<file path="src/rtl/i2c_apb_pkg.sv">
// rtl/i2c_apb_pkg.sv - shared constants and helpers for the I2C APB block
package i2c_apb_pkg;

   localparam int DEF_DATA_WIDTH = 8;
   localparam int DEF_ADDR_WIDTH = 3;

   localparam logic [7:0] REG_TX_DATA = 8'd0;
   localparam logic [7:0] REG_RX_DATA = 8'd4;

   // Pointers carry one extra wrap bit above the array index.
   function automatic int ptr_width(input int addr_width);
      return addr_width + 1;
   endfunction

endpackage

</file>
<file path="src/rtl/i2c_fifo_mem.sv">
// rtl/i2c_fifo_mem.sv - register-array FIFO storage, sync write, async read
module i2c_fifo_mem
   import i2c_apb_pkg::*;
#(
   parameter int DATA_WIDTH = DEF_DATA_WIDTH,
   parameter int ADDR_WIDTH = DEF_ADDR_WIDTH
) (
   input  logic                  clk,
   input  logic                  wr_en,
   input  logic [ADDR_WIDTH-1:0] wr_addr,
   input  logic [DATA_WIDTH-1:0] wr_data,
   input  logic [ADDR_WIDTH-1:0] rd_addr,
   output logic [DATA_WIDTH-1:0] rd_data
);

   logic [DATA_WIDTH-1:0] mem [2**ADDR_WIDTH];

   always_ff @(posedge clk) begin
      if (wr_en) begin
         mem[wr_addr] <= wr_data;
      end
   end

   assign rd_data = mem[rd_addr];

endmodule

</file>
<file path="src/rtl/i2c_sync_fifo.sv">
// rtl/i2c_sync_fifo.sv - show-ahead sync FIFO; FIFO_ERR_FLAGS_EN adds OVERFLOW/UNDERFLOW
module i2c_sync_fifo
   import i2c_apb_pkg::*;
#(
   parameter int DATA_WIDTH = DEF_DATA_WIDTH,
   parameter int ADDR_WIDTH = DEF_ADDR_WIDTH,
   parameter int AF_LEVEL   = 6
) (
   input  logic                  PCLK,
   input  logic                  PRESET,
   input  logic                  W_ENA,
   input  logic [DATA_WIDTH-1:0] DATA_IN,
   input  logic                  R_ENA,
   output logic [DATA_WIDTH-1:0] DATA_OUT,
   output logic                  WRITE_FULL,
   output logic                  READ_EMPTY,
   output logic                  ALMOST_FULL,
`ifdef FIFO_ERR_FLAGS_EN
   output logic [ADDR_WIDTH:0]   LEVEL,
   output logic                  OVERFLOW,
   output logic                  UNDERFLOW
`else
   output logic [ADDR_WIDTH:0]   LEVEL
`endif
);

   localparam int PW = ptr_width(ADDR_WIDTH);

   logic [PW-1:0]         wr_ptr;
   logic [PW-1:0]         rd_ptr;
   logic [DATA_WIDTH-1:0] head;
   logic                  do_write;
   logic                  do_read;

   assign READ_EMPTY  = (wr_ptr == rd_ptr);
   assign WRITE_FULL  = (wr_ptr[PW-1] != rd_ptr[PW-1]) &&
                        (wr_ptr[PW-2:0] == rd_ptr[PW-2:0]);
   assign LEVEL       = wr_ptr - rd_ptr;
   assign ALMOST_FULL = (LEVEL >= PW'(AF_LEVEL));
   assign DATA_OUT    = READ_EMPTY ? '0 : head;

   // A write while full is dropped even if a read frees a slot this cycle.
   assign do_write = W_ENA && !WRITE_FULL;
   assign do_read  = R_ENA && !READ_EMPTY;

   always_ff @(posedge PCLK) begin
      if (PRESET) begin
         wr_ptr <= '0;
         rd_ptr <= '0;
      end else begin
         if (do_write) wr_ptr <= wr_ptr + 1'b1;
         if (do_read)  rd_ptr <= rd_ptr + 1'b1;
      end
   end

   i2c_fifo_mem #(
      .DATA_WIDTH (DATA_WIDTH),
      .ADDR_WIDTH (ADDR_WIDTH)
   ) u_mem (
      .clk     (PCLK),
      .wr_en   (do_write && !PRESET),
      .wr_addr (wr_ptr[PW-2:0]),
      .wr_data (DATA_IN),
      .rd_addr (rd_ptr[PW-2:0]),
      .rd_data (head)
   );

`ifdef FIFO_ERR_FLAGS_EN
   always_ff @(posedge PCLK) begin
      if (PRESET) begin
         OVERFLOW  <= 1'b0;
         UNDERFLOW <= 1'b0;
      end else begin
         if (W_ENA && WRITE_FULL) OVERFLOW  <= 1'b1;
         if (R_ENA && READ_EMPTY) UNDERFLOW <= 1'b1;
      end
   end
`endif

endmodule

</file>
<file path="config.mk">
export PLATFORM = sky130hd
export DESIGN_NAME = i2c_sync_fifo
export DESIGN_NICKNAME = d
export VERILOG_FILES = /design/src/rtl/i2c_apb_pkg.sv /design/src/rtl/i2c_fifo_mem.sv /design/src/rtl/i2c_sync_fifo.sv
export SDC_FILE = /design/constraint.sdc
export NUM_CORES = 1
export LEC_CHECK = 0
export CAP_MARGIN = 10
export CORE_MARGIN = 1.5
export CORE_UTILIZATION = 55
export DETAILED_ROUTE_END_ITERATION = 8
export GPL_TIMING_DRIVEN = 0
export MAX_ROUTING_LAYER = met4
export PLACE_DENSITY = 0.87
export SLEW_MARGIN = 10
export SYNTH_ARGS = -nofsm -noshare
export SYNTH_HDL_FRONTEND = slang
export SYNTH_SLANG_ARGS = --single-unit
</file>
<file path="constraint.sdc">
create_clock -name PCLK -period 3.3 [get_ports PCLK]
set_clock_uncertainty 0.2 [all_clocks]
set_input_delay 0.33 -clock PCLK [delete_from_list [all_inputs] [get_ports PCLK]]
set_output_delay 0.33 -clock PCLK [all_outputs]
set_load 0.02 [all_outputs]
</file>
==> results of run 1 <==
## cell type report
class	instances	area, µm²	area share (%)
multi-input cells	92	956	25.4
repair buffers	30	313	8.31
well taps	72	90.1	2.39
plain buffers	6	48.8	1.30
clock buffers	11	131	3.49
clock inverters	5	55.1	1.46
flip-flops and latches	75	2140	57.0
inverters	7	26.3	0.698
## cells by family after synthesis
kind of cell	synth area share, %
DFF	67.9
and+or+nand+nor	5.04
AOI/OAI and AO/OA	6.07
muxes	14.6
buffers and inverters	2.38
adders and majority gates	2.62
xor gates and xnor gates	1.31
## critical path: stages (launching register included)
cell,delay (ns)
dfxtp_1,0.38
inv_1,0.09
ha_1,0.37
and3_1,0.17
buf_2,0.19
a21boi_4,0.19
buf_4,0.15
a22o_1,0.14
clkdlybuf4s50_1,0.60
## layout by cell type (no fill, tap or decap), drive strengths merged, types with 2 or more instances in the layout
cell type	count
and3	2
o211ai	2
nand4	2
clkbuf	13
xnor2	2
nor3	2
nor2b	4
o2111ai	2
inv	7
nand2	6
mux4	16
edfxtp	64
o31ai	2
clkinv	2
buf	8
clkdlybuf4s50	26
a22o	8
ha	5
clkinvlp	2
nor2	17
mux2	7
dfxtp	11
a21oi	7
a21boi	3
## sequential cells by signal, summed over array words and instances (netlist names), named ones only
name       flops
wr_ptr         4
u_mem.mem     64
rd_ptr         4
## metrics by stage
stage	worst slack, ns	std cells	cell area [µm²]	total power [mW]
3_5_place_dp	0.173	279	3510	1.57
5_1_grt	0.0405	298	3760	2.31
4_1_cts	0.0565	298	3760	2.24
2_1_floorplan	0.937	180	3150	1.38
6_report	0.161	298	3760	2.23
3_3_place_gp	0.239	278	3500	1.55
## per-layer routing
layer,vias to the layer above,global-route usage (%),part of all wire (%)
met5,-,-,0
met4,0,7.32,1.4
met3,8,5.63,7.2
met2,74,34.0,51
met1,885,26.8,41
li1,798,-,-
## timing repair
action | 4_1_cts | 5_1_grt
pin swaps | 2 | 0
buffers inserted | 3 | 0
setup endpoints to repair | 8 | 8
hold buffers | 0 | 0
endpoints found under the hold margin | 0 | 0
resized for setup | 2 | 2
## power by group
part | switching [mW] | internal, mW
Clock | 0.312 | 0.347
Sequential | 0.0160 | 1.05
Combinational | 0.249 | 0.257
Total | 0.577 | 1.65
## path summary, 6_finish.rpt
path	from	endpoint	slack [ns]	cells past startpoint
max	rd_ptr[2]	DATA_OUT[3]	0.16	8
min	rd_ptr[1]	rd_ptr[1]	0.38	2
max reg2reg	rd_ptr[3]	u_mem.mem[2][3]	0.65	3
min reg2reg	rd_ptr[1]	rd_ptr[1]	0.38	2
==> key figures, run 1 <==
Route
  • WL final: 5950 µm
  • Drt first-iter violations: 180
  • DR pass1 iterations: 4
  • WL/cell: 20.0 µm
  • Antenna Nets Post-Route: 0
  • Post-route DRC: 0
  • Drt via density: 5.92
  • Vias: 1,765

Status
  • Status: complete, no violations

Critical path
  • CP Class: reg -> out
  • Worst EP required: 2.77 ns
  • Crit path max fanout: 8
  • CP endpoint kind: output pin
  • Crit path launch type: register
  • CP arrival: 2.61 ns

Timing
  • # setup viols final: 0
  • Setup TNS Final: 0 ns
  • Max Freq: 319 MHz
  • Tmin final: 3.14 ns
  • Slew Viols, Final: 0
  • Pin slew with the least headroom to its limit: 0.964 ns
  • Final Hold Slack: 0.377 ns
  • Period utilization: 95.1%
  • Relative slew slack: 35.5%
  • Final Hold Viols: 0
  • RSZ-0062 raised after global routing: false

Logic synthesis
  • Post-synth cell types: 33
  • Syn Area/Cell: 17.5 µm²
  • Synth top area share: 61.0%
  • Post-Syn Instances: 180
  • Post-synth net total: 198
  • EDFF count, synth: 64
  • Cells taking the most area after synthesis: edfxtp_1, mux4_2, dfxtp_1
  • Count leader, synth: edfxtp_1
  • Synth warn: 0
  • Synthesized area: 0.00315 mm²
  • Main synth FF type: edfxtp_1
  • Async S/R FF share, synth: 0%
  • Register area share after synthesis: 67.9%
  • Yosys reg bits: 75
  • Area leader, netlist: edfxtp_1
  • Most instantiated cells after synthesis: edfxtp_1, nor2_1, dfxtp_1

Cells and area
  • Final #Nets: 239
  • Filler instances: 355
  • Fin util: 68.4%
  • Antenna cell count: 0
  • Share of cells above drive strength 1: 20.4%
  • Area Overhead vs Synth: 19.4%

GRT
  • First-pass GRT wire length: 8900 µm
  • GRT Util Overall: 21.3%
  • Grt total ovfl: 0
  • Largest net degree at the start of global routing: 14
  • Initial antenna violation count: 0
  • Vias in the first global route: 1,657

Place
  • Gp weighted congestion: 0.893
  • HPWL Detailed: 3920 µm
  • PortBufs: 26

CTS
  • Clock buffer depth: 2
  • CTS tree: yes
  • H-tree depth: 3
  • CTS Root Cell: clkbuf_8
  • Clock latency at the later pin of the worst-skew pair: 0.33 ns
  • CTS clk-pin slew, worst paths: 0.08 ns
  • CTS Buf Count: 9
  • CTS sink cnt: 75

Power
  • Max VDD drop: 0.000250 V
  • LEAKAGE: 1.27 nW
  • Pwr Density: 593 mW/mm²

Die
  • Die footprint: 0.00620 mm²
  • Rows: 27
  • Die Y: 78.7 µm
  • Initial Util: 57.3%
  • I/O pin cnt: 27
  • Core area: 0.00551 mm²
  • Die Wd: 78.7 µm

Run
  • # Max-Cap Violations: 0

Hold path
  • Hold Crit Class: reg -> reg
(Power assumes the default switching activity.)
==> inputs of run 2 (changes only) <==
Settings changed: CAP_MARGIN 10 to 15, PLACE_DENSITY 0.87 to unset, PLACE_DENSITY_LB_ADDON set to 0.15, SLEW_MARGIN 10 to 30.
==> run 2 against run 1 <==
Routed wire length is 0.54% lower. Worst setup slack got worse by 0.045 ns. Sequential power about the same. Clock-buffer cell count rose by 1. Largest power group unchanged. Clock power shrank 15%. Sequential share of layout area up 0.60 points. Non-clock buffer count did not move. Die area unchanged. Register-to-register slack hardly changed. Final area fell by 1.1%. Via count down 2.5%. Final cell count decreased by 0.34%.
==> key figures, run 2 (synthesized netlist as in run 1, its figures left out) <==
Critical path
  • CP max-delay cell: clkdlybuf4s50_1 (unchanged)
  • Max incr delay on CP: 0.62 ns (was 0.60 ns)
  • Crit path max fanout: 8 (unchanged)
  • Reg2Reg Depth: 4 (was 3)
  • Largest delay share family, worst path: buffers and inverters (unchanged)
  • Crit path launch type: register (unchanged)
  • CP endpoint kind: output pin (unchanged)
  • Worst path bufs/invs: 3 (was 4)
  • Worst EP required: 2.77 ns (about the same)
  • CP cell instances: ha_1, and3_1, buf_2, a21oi_4, buf_12, a22o_1, clkdlybuf4s50_1 (was inv_1, ha_1, and3_1, buf_2, a21boi_4, buf_4, a22o_1, clkdlybuf4s50_1)
  • CP arrival: 2.65 ns (was 2.61 ns)
  • WP depth: 7 (was 8)
  • CP Class: reg -> out (unchanged)

Cells and area
  • Area Overhead vs Synth: 18.1% (was 19.4%)
  • Most common cell after layout, fill and taps aside: edfxtp_1 (unchanged)
  • Max reg flops: 64 (unchanged)
  • Final #Nets: 239 (unchanged)
  • Antenna cell count: 0 (unchanged)
  • Reg with most FFs: u_mem.mem (unchanged)
  • Top Registers: u_mem.mem: 64 flops, rd_ptr: 4 flops, wr_ptr: 4 flops (unchanged)
  • Most frequent cells in the layout: edfxtp_1, clkdlybuf4s50_1, nor2_1 (unchanged)
  • Non-Filler Instances: 297 (was 298)
  • Share of cells above drive strength 1: 19.1% (was 20.4%)

Timing
  • Max Freq: 314 MHz (was 319 MHz)
  • Relative slew slack: 37.3% (was 35.5%)
  • # setup viols final: 0 (unchanged)
  • Setup TNS Final: 0 ns (unchanged)
  • Slew Viols, Final: 0 (unchanged)
  • Final Hold Viols: 0 (unchanged)
  • Pin slew with the least headroom to its limit: 0.938 ns (was 0.964 ns)
  • Tmin final: 3.18 ns (was 3.14 ns)
  • Period utilization: 96.5% (was 95.1%)
  • RSZ-0062 raised after global routing: false (unchanged)

CTS
  • CTS sink cnt: 75 (unchanged)
  • H-tree depth: 3 (unchanged)
  • CTS tree: yes (unchanged)
  • Clock latency at the later pin of the worst-skew pair: 0.33 ns (about the same)
  • CTS Root Cell: clkbuf_8 (unchanged)
  • Clock buffer depth: 2 (unchanged)
  • CTS Buf Count: 9 (unchanged)
  • CTS clk-pin slew, worst paths: 0.07 ns (was 0.08 ns)

Route
  • WL/cell: 19.9 µm (was 20.0 µm)
  • Antenna Nets Post-Route: 0 (unchanged)
  • Vias: 1,721 (was 1,765)
  • Drt first-iter violations: 166 (was 180)
  • WL final: 5920 µm (was 5950 µm)
  • Drt via density: 5.79 (was 5.92)
  • Post-route DRC: 0 (unchanged)
  • DR pass1 iterations: 4 (unchanged)

GRT
  • Initial antenna violation count: 0 (unchanged)
  • GRT Util Overall: 22.3% (was 21.3%)
  • First-pass GRT wire length: 9490 µm (was 8900 µm)
  • Grt total ovfl: 0 (unchanged)
  • Largest net degree at the start of global routing: 12 (was 14)
  • Vias in the first global route: 1,833 (was 1,657)

Status
  • Status: complete, no violations (unchanged)

Die
  • Die footprint: 0.00620 mm² (unchanged)
  • Die Wd: 78.7 µm (unchanged)
  • Initial Util: 57.3% (unchanged)
  • I/O pin cnt: 27 (unchanged)
  • Rows: 27 (unchanged)
  • Die Y: 78.7 µm (unchanged)
  • Core area: 0.00551 mm² (unchanged)

Place
  • PortBufs: 26 (unchanged)
  • Gp weighted congestion: 0.846 (was 0.893)
  • HPWL Detailed: 3950 µm (was 3920 µm)
  • Placed Instances: 278 (was 279)

Hold path
  • WHS Path Cells: 2 (unchanged)
  • Hold Crit Class: reg -> reg (unchanged)

Power
  • Pwr Density: 576 mW/mm² (was 593 mW/mm²)
  • LEAKAGE: 1.25 nW (was 1.27 nW)
  • Max VDD drop: 0.000402 V (was 0.000250 V)

Run
  • # Max-Cap Violations: 0 (unchanged)
## run 2: timing repair
action	CTS	global route
pin swaps	2	0
buffers inserted	4	0
setup endpoints to repair	8	8
hold endpoints to repair	0	0
resized for setup	2	1
hold buffers	0	0
## run 2: metal layers
metal  vias up  wire, µm  global-route usage (%)
met5         -         0                       -
met3         4       221                    4.14
li1        802         -                       -
met1       868      2490                    28.3
met2        47      3180                    35.8
met4         0        34                    9.64
## run 2: metrics by stage
step / worst slack, ns / hold WS, ns / util [%] / instance area (µm²) / total power [mW]
2_1_floorplan: 0.937 / 0.229 / - / 3150 / 1.38
3_3_place_gp: 0.253 / 0.374 / 63.6 / 3500 / 1.56
3_5_place_dp: 0.200 / 0.399 / 63.8 / 3510 / 1.57
4_1_cts: 0.0384 / 0.413 / 67.6 / 3720 / 2.16
5_1_grt: 0.0111 / 0.470 / 67.6 / 3720 / 2.24
6_report: 0.116 / 0.415 / 67.6 / 3720 / 2.14
## run 2: tightest hold or removal path, cell delays in order (launching register included)
cell	delay [ns]
dfxtp_1	0.35
inv_1	0.11
o31ai_1	0.10
## run 2: worst paths after layout
check | from | endpoint | slack, ns
setup / recovery | wr_ptr[1] | DATA_OUT[7] | 0.12
setup reg to reg | wr_ptr[1] | u_mem.mem[3][0] | 0.65
hold / removal | rd_ptr[1] | rd_ptr[1] | 0.42
hold reg to reg | rd_ptr[1] | rd_ptr[1] | 0.42
## run 2: power breakdown
| part | internal [mW] | switching [mW] | total, mW |
|---|---|---|---|
| Sequential | 1.05 | 0.0151 | 1.06 |
| Combinational | 0.264 | 0.256 | 0.519 |
| Clock | 0.266 | 0.295 | 0.561 |
| Total | 1.58 | 0.565 | 2.14 |
## run 2: cell type report
cell class | count | area [µm²]
Tap cell | 72 | 90.1
Clock inverter | 3 | 16.3
Fill cell | 366 | 1780
Multi-Input combinational cell | 92 | 961
Timing Repair Buffer | 30 | 303
Sequential cell | 75 | 2140
Inverter | 7 | 26.3
Clock buffer | 12 | 135
Buffer | 6 | 48.8
==> inputs of run 3 (changes only) <==
Settings changed: SYNTH_HIERARCHICAL set to 1.
==> run 3 against run 2 <==
Via count is 1.0% lower. Power is 5.3% lower. Worst setup slack better by 0.0075 ns. Non-clock buffer count is 3 lower. Combinational power is 12% lower. Hold slack worse by 0.021 ns. Clock power is 2% lower. Sequential power hardly changed. Final cell count stayed put. First-iteration DRC count is 8.4% lower. Synthesized cell count is 2.2% higher. Critical path type unchanged. Largest cell class unchanged.
==> key figures, run 3 <==
Route
  • DR pass1 iterations: 5 (was 4)
  • Antenna Nets Post-Route: 0 (unchanged)
  • WL final: 5750 µm (was 5920 µm)
  • Vias: 1,703 (was 1,721)
  • Post-route DRC: 0 (unchanged)
  • Drt first-iter violations: 152 (was 166)
  • WL/cell: 19.4 µm (was 19.9 µm)
  • Drt via density: 5.73 (was 5.79)

Place
  • Gp weighted congestion: 0.879 (was 0.846)
  • Area after DPL: 0.00354 mm² (was 0.00351 mm²)
  • HPWL Detailed: 3880 µm (was 3950 µm)
  • PortBufs: 26 (unchanged)

Die
  • Die footprint: 0.00624 mm² (was 0.00620 mm²)
  • Rows: 27 (unchanged)
  • Initial Util: 57.3% (about the same)
  • Die Y: 79.0 µm (was 78.7 µm)
  • Core area: 0.00554 mm² (was 0.00551 mm²)
  • Die Wd: 79.0 µm (was 78.7 µm)
  • I/O pin cnt: 27 (unchanged)

Logic synthesis
  • Async S/R FF share, synth: 0% (unchanged)
  • Post-synth net total: 202 (was 198)
  • Synthesized area: 0.00318 mm² (was 0.00315 mm²)
  • Count leader, synth: edfxtp_1 (unchanged)
  • Syn Area/Cell: 17.3 µm² (was 17.5 µm²)
  • Area leader, netlist: edfxtp_1 (unchanged)
  • Cells taking the most area after synthesis: edfxtp_1, mux4_1, dfxtp_1 (was edfxtp_1, mux4_2, dfxtp_1)
  • Post-synth cell types: 34 (was 33)
  • Post-Syn Instances: 184 (was 180)
  • Yosys reg bits: 72 (was 75)
  • EDFF count, synth: 64 (unchanged)
  • Synth warn: 6 (was 0)
  • Main synth FF type: edfxtp_1 (unchanged)
  • Register area share after synthesis: 65.6% (was 67.9%)
  • Most instantiated cells after synthesis: edfxtp_1, nor2_1, mux4_1 (was edfxtp_1, nor2_1, dfxtp_1)
  • Synth top area share: 60.5% (was 61.0%)

Cells and area
  • Max reg flops: 64 (unchanged)
  • Top Registers: u_mem/mem: 64 flops, rd_ptr: 4 flops, wr_ptr: 4 flops (was u_mem.mem: 64 flops, rd_ptr: 4 flops, wr_ptr: 4 flops)
  • Most common cell after layout, fill and taps aside: edfxtp_1 (unchanged)
  • Most frequent cells in the layout: edfxtp_1, clkdlybuf4s50_1, mux4_1 (was edfxtp_1, clkdlybuf4s50_1, nor2_1)
  • Area Overhead vs Synth: 16.7% (was 18.1%)
  • Antenna cell count: 0 (unchanged)
  • Reg with most FFs: u_mem/mem (was u_mem.mem)
  • Final #Nets: 239 (unchanged)
  • Share of cells above drive strength 1: 16.4% (was 19.1%)
  • Post-route cell area: 0.00370 mm² (was 0.00372 mm²)

Timing
  • # setup viols final: 0 (unchanged)
  • Setup TNS Final: 0 ns (unchanged)
  • Pin slew with the least headroom to its limit: 0.934 ns (was 0.938 ns)
  • Relative slew slack: 37.5% (was 37.3%)
  • Period utilization: 96.3% (was 96.5%)
  • Final Hold Viols: 0 (unchanged)
  • Tmin final: 3.18 ns (about the same)
  • RSZ-0062 raised after global routing: false (unchanged)
  • Slew Viols, Final: 0 (unchanged)
  • Max Freq: 315 MHz (was 314 MHz)

Critical path
  • Crit path max fanout: 10 (was 8)
  • CP endpoint kind: output pin (unchanged)
  • Largest delay share family, worst path: buffers and inverters (unchanged)
  • CP arrival: 2.65 ns (about the same)
  • CP max-delay cell: mux4_1 (was clkdlybuf4s50_1)
  • Max incr delay on CP: 0.55 ns (was 0.62 ns)
  • Worst path bufs/invs: 3 (unchanged)
  • Worst EP required: 2.77 ns (about the same)
  • CP cell instances: buf_6, buf_12, mux4_1, mux2_2, nor2b_1, clkdlybuf4s50_1 (was ha_1, and3_1, buf_2, a21oi_4, buf_12, a22o_1, clkdlybuf4s50_1)
  • Crit path launch type: register (unchanged)
  • CP Class: reg -> out (unchanged)

Power
  • LEAKAGE: 1.26 nW (was 1.25 nW)
  • Max VDD drop: 0.000305 V (was 0.000402 V)
  • Pwr Density: 548 mW/mm² (was 576 mW/mm²)

CTS
  • CTS Buf Count: 9 (unchanged)
  • CTS tree: yes (unchanged)
  • CTS-repair resized insts: 1 (was 2)
  • # hold bufs at CTS: 0 (unchanged)
  • Setup repair bufs after CTS: 0 (was 4)
  • CTS clk-pin slew, worst paths: 0.06 ns (was 0.07 ns)
  • CTS Root Cell: clkbuf_8 (unchanged)
  • Clock buffer depth: 2 (unchanged)
  • Clock latency at the later pin of the worst-skew pair: 0.33 ns (about the same)
  • CTS sink cnt: 72 (was 75)
  • H-tree depth: 3 (unchanged)

GRT
  • GRT Util Overall: 21.4% (was 22.3%)
  • Largest net degree at the start of global routing: 12 (unchanged)
  • Vias in the first global route: 1,747 (was 1,833)
  • Grt total ovfl: 0 (unchanged)
  • Initial antenna violation count: 0 (unchanged)
  • First-pass GRT wire length: 9070 µm (was 9490 µm)

Hold path
  • Hold Crit Class: reg -> reg (unchanged)

Run
  • # Max-Cap Violations: 0 (unchanged)

Status
  • Status: complete, no violations (unchanged)
## run 3: cell count changes after synthesis, sizes merged
cell and delta:
nor2b +5, o211ai -2, and2b +3, nand2 -1, and2 +1, a21boi -1
mux2 +7, a21oi -1, buf +1, dfxtp -3, a22o -8, nand2b +3
## run 3: kinds of logic after synthesis
logic type	count (synthesis)	synth area share, %
compound gates	13	2.72
buf+inv	14	2.48
xor+xnor	3	1.06
fa+ha+maj	6	2.60
simple gates	46	7.37
mux	30	18.2
flops	72	65.6
## run 3: layout make-up
cell class	count	area, µm²
clock buffer	10	128
timing repair buffer	26	260
tap	72	90.1
sequential	72	2080
fill	389	1840
multi-input combinational	98	1040
clock inverter	5	25.0
inverter	7	26.3
buffer	7	53.8
## run 3: worst min-delay path, delay by kind of cell (launching register included)
family          cells  cell delay, ns
flops               1            0.37
compound gates      1            0.08
buf+inv             1            0.10
## run 3: metal layers
metal	GRT usage [%]	vias up	share of wire, %
li1	-	798	-
met1	26.9	853	41
met2	34.5	45	52
met3	4.14	7	5.4
met4	8.95	0	1.3
met5	-	-	0
## run 3: stage by stage
stage / std cells / power [mW] / setup WS [ns] / util (%) / hold WS (ns)
after floorplan: 184 / 1.32 / 0.566 / - / 0.229
after global placement: 282 / 1.49 / -0.0473 / 63.6 / 0.365
after detailed placement: 282 / 1.50 / 0.195 / 63.8 / 0.390
after CTS: 297 / 2.05 / 0.0227 / 66.6 / 0.399
after global routing: 297 / 2.12 / 0.0128 / 66.9 / 0.439
final: 297 / 2.03 / 0.123 / 66.9 / 0.394
## run 3: report_power, final
part           internal (mW)  switching (mW)
clock                  0.261           0.287
combinational          0.233           0.224
sequential              1.01          0.0160
total                   1.50           0.527
## run 3: path summary, 6_finish.rpt
check	depth (start not counted)	start	slack, ns	to
setup reg to reg	8	wr_ptr[0]	0.17	u_mem/mem[6][0]
setup / recovery	6	rd_ptr[0]	0.12	DATA_OUT[2]
hold reg to reg	2	rd_ptr[1]	0.39	rd_ptr[1]
hold / removal	2	rd_ptr[1]	0.39	rd_ptr[1]
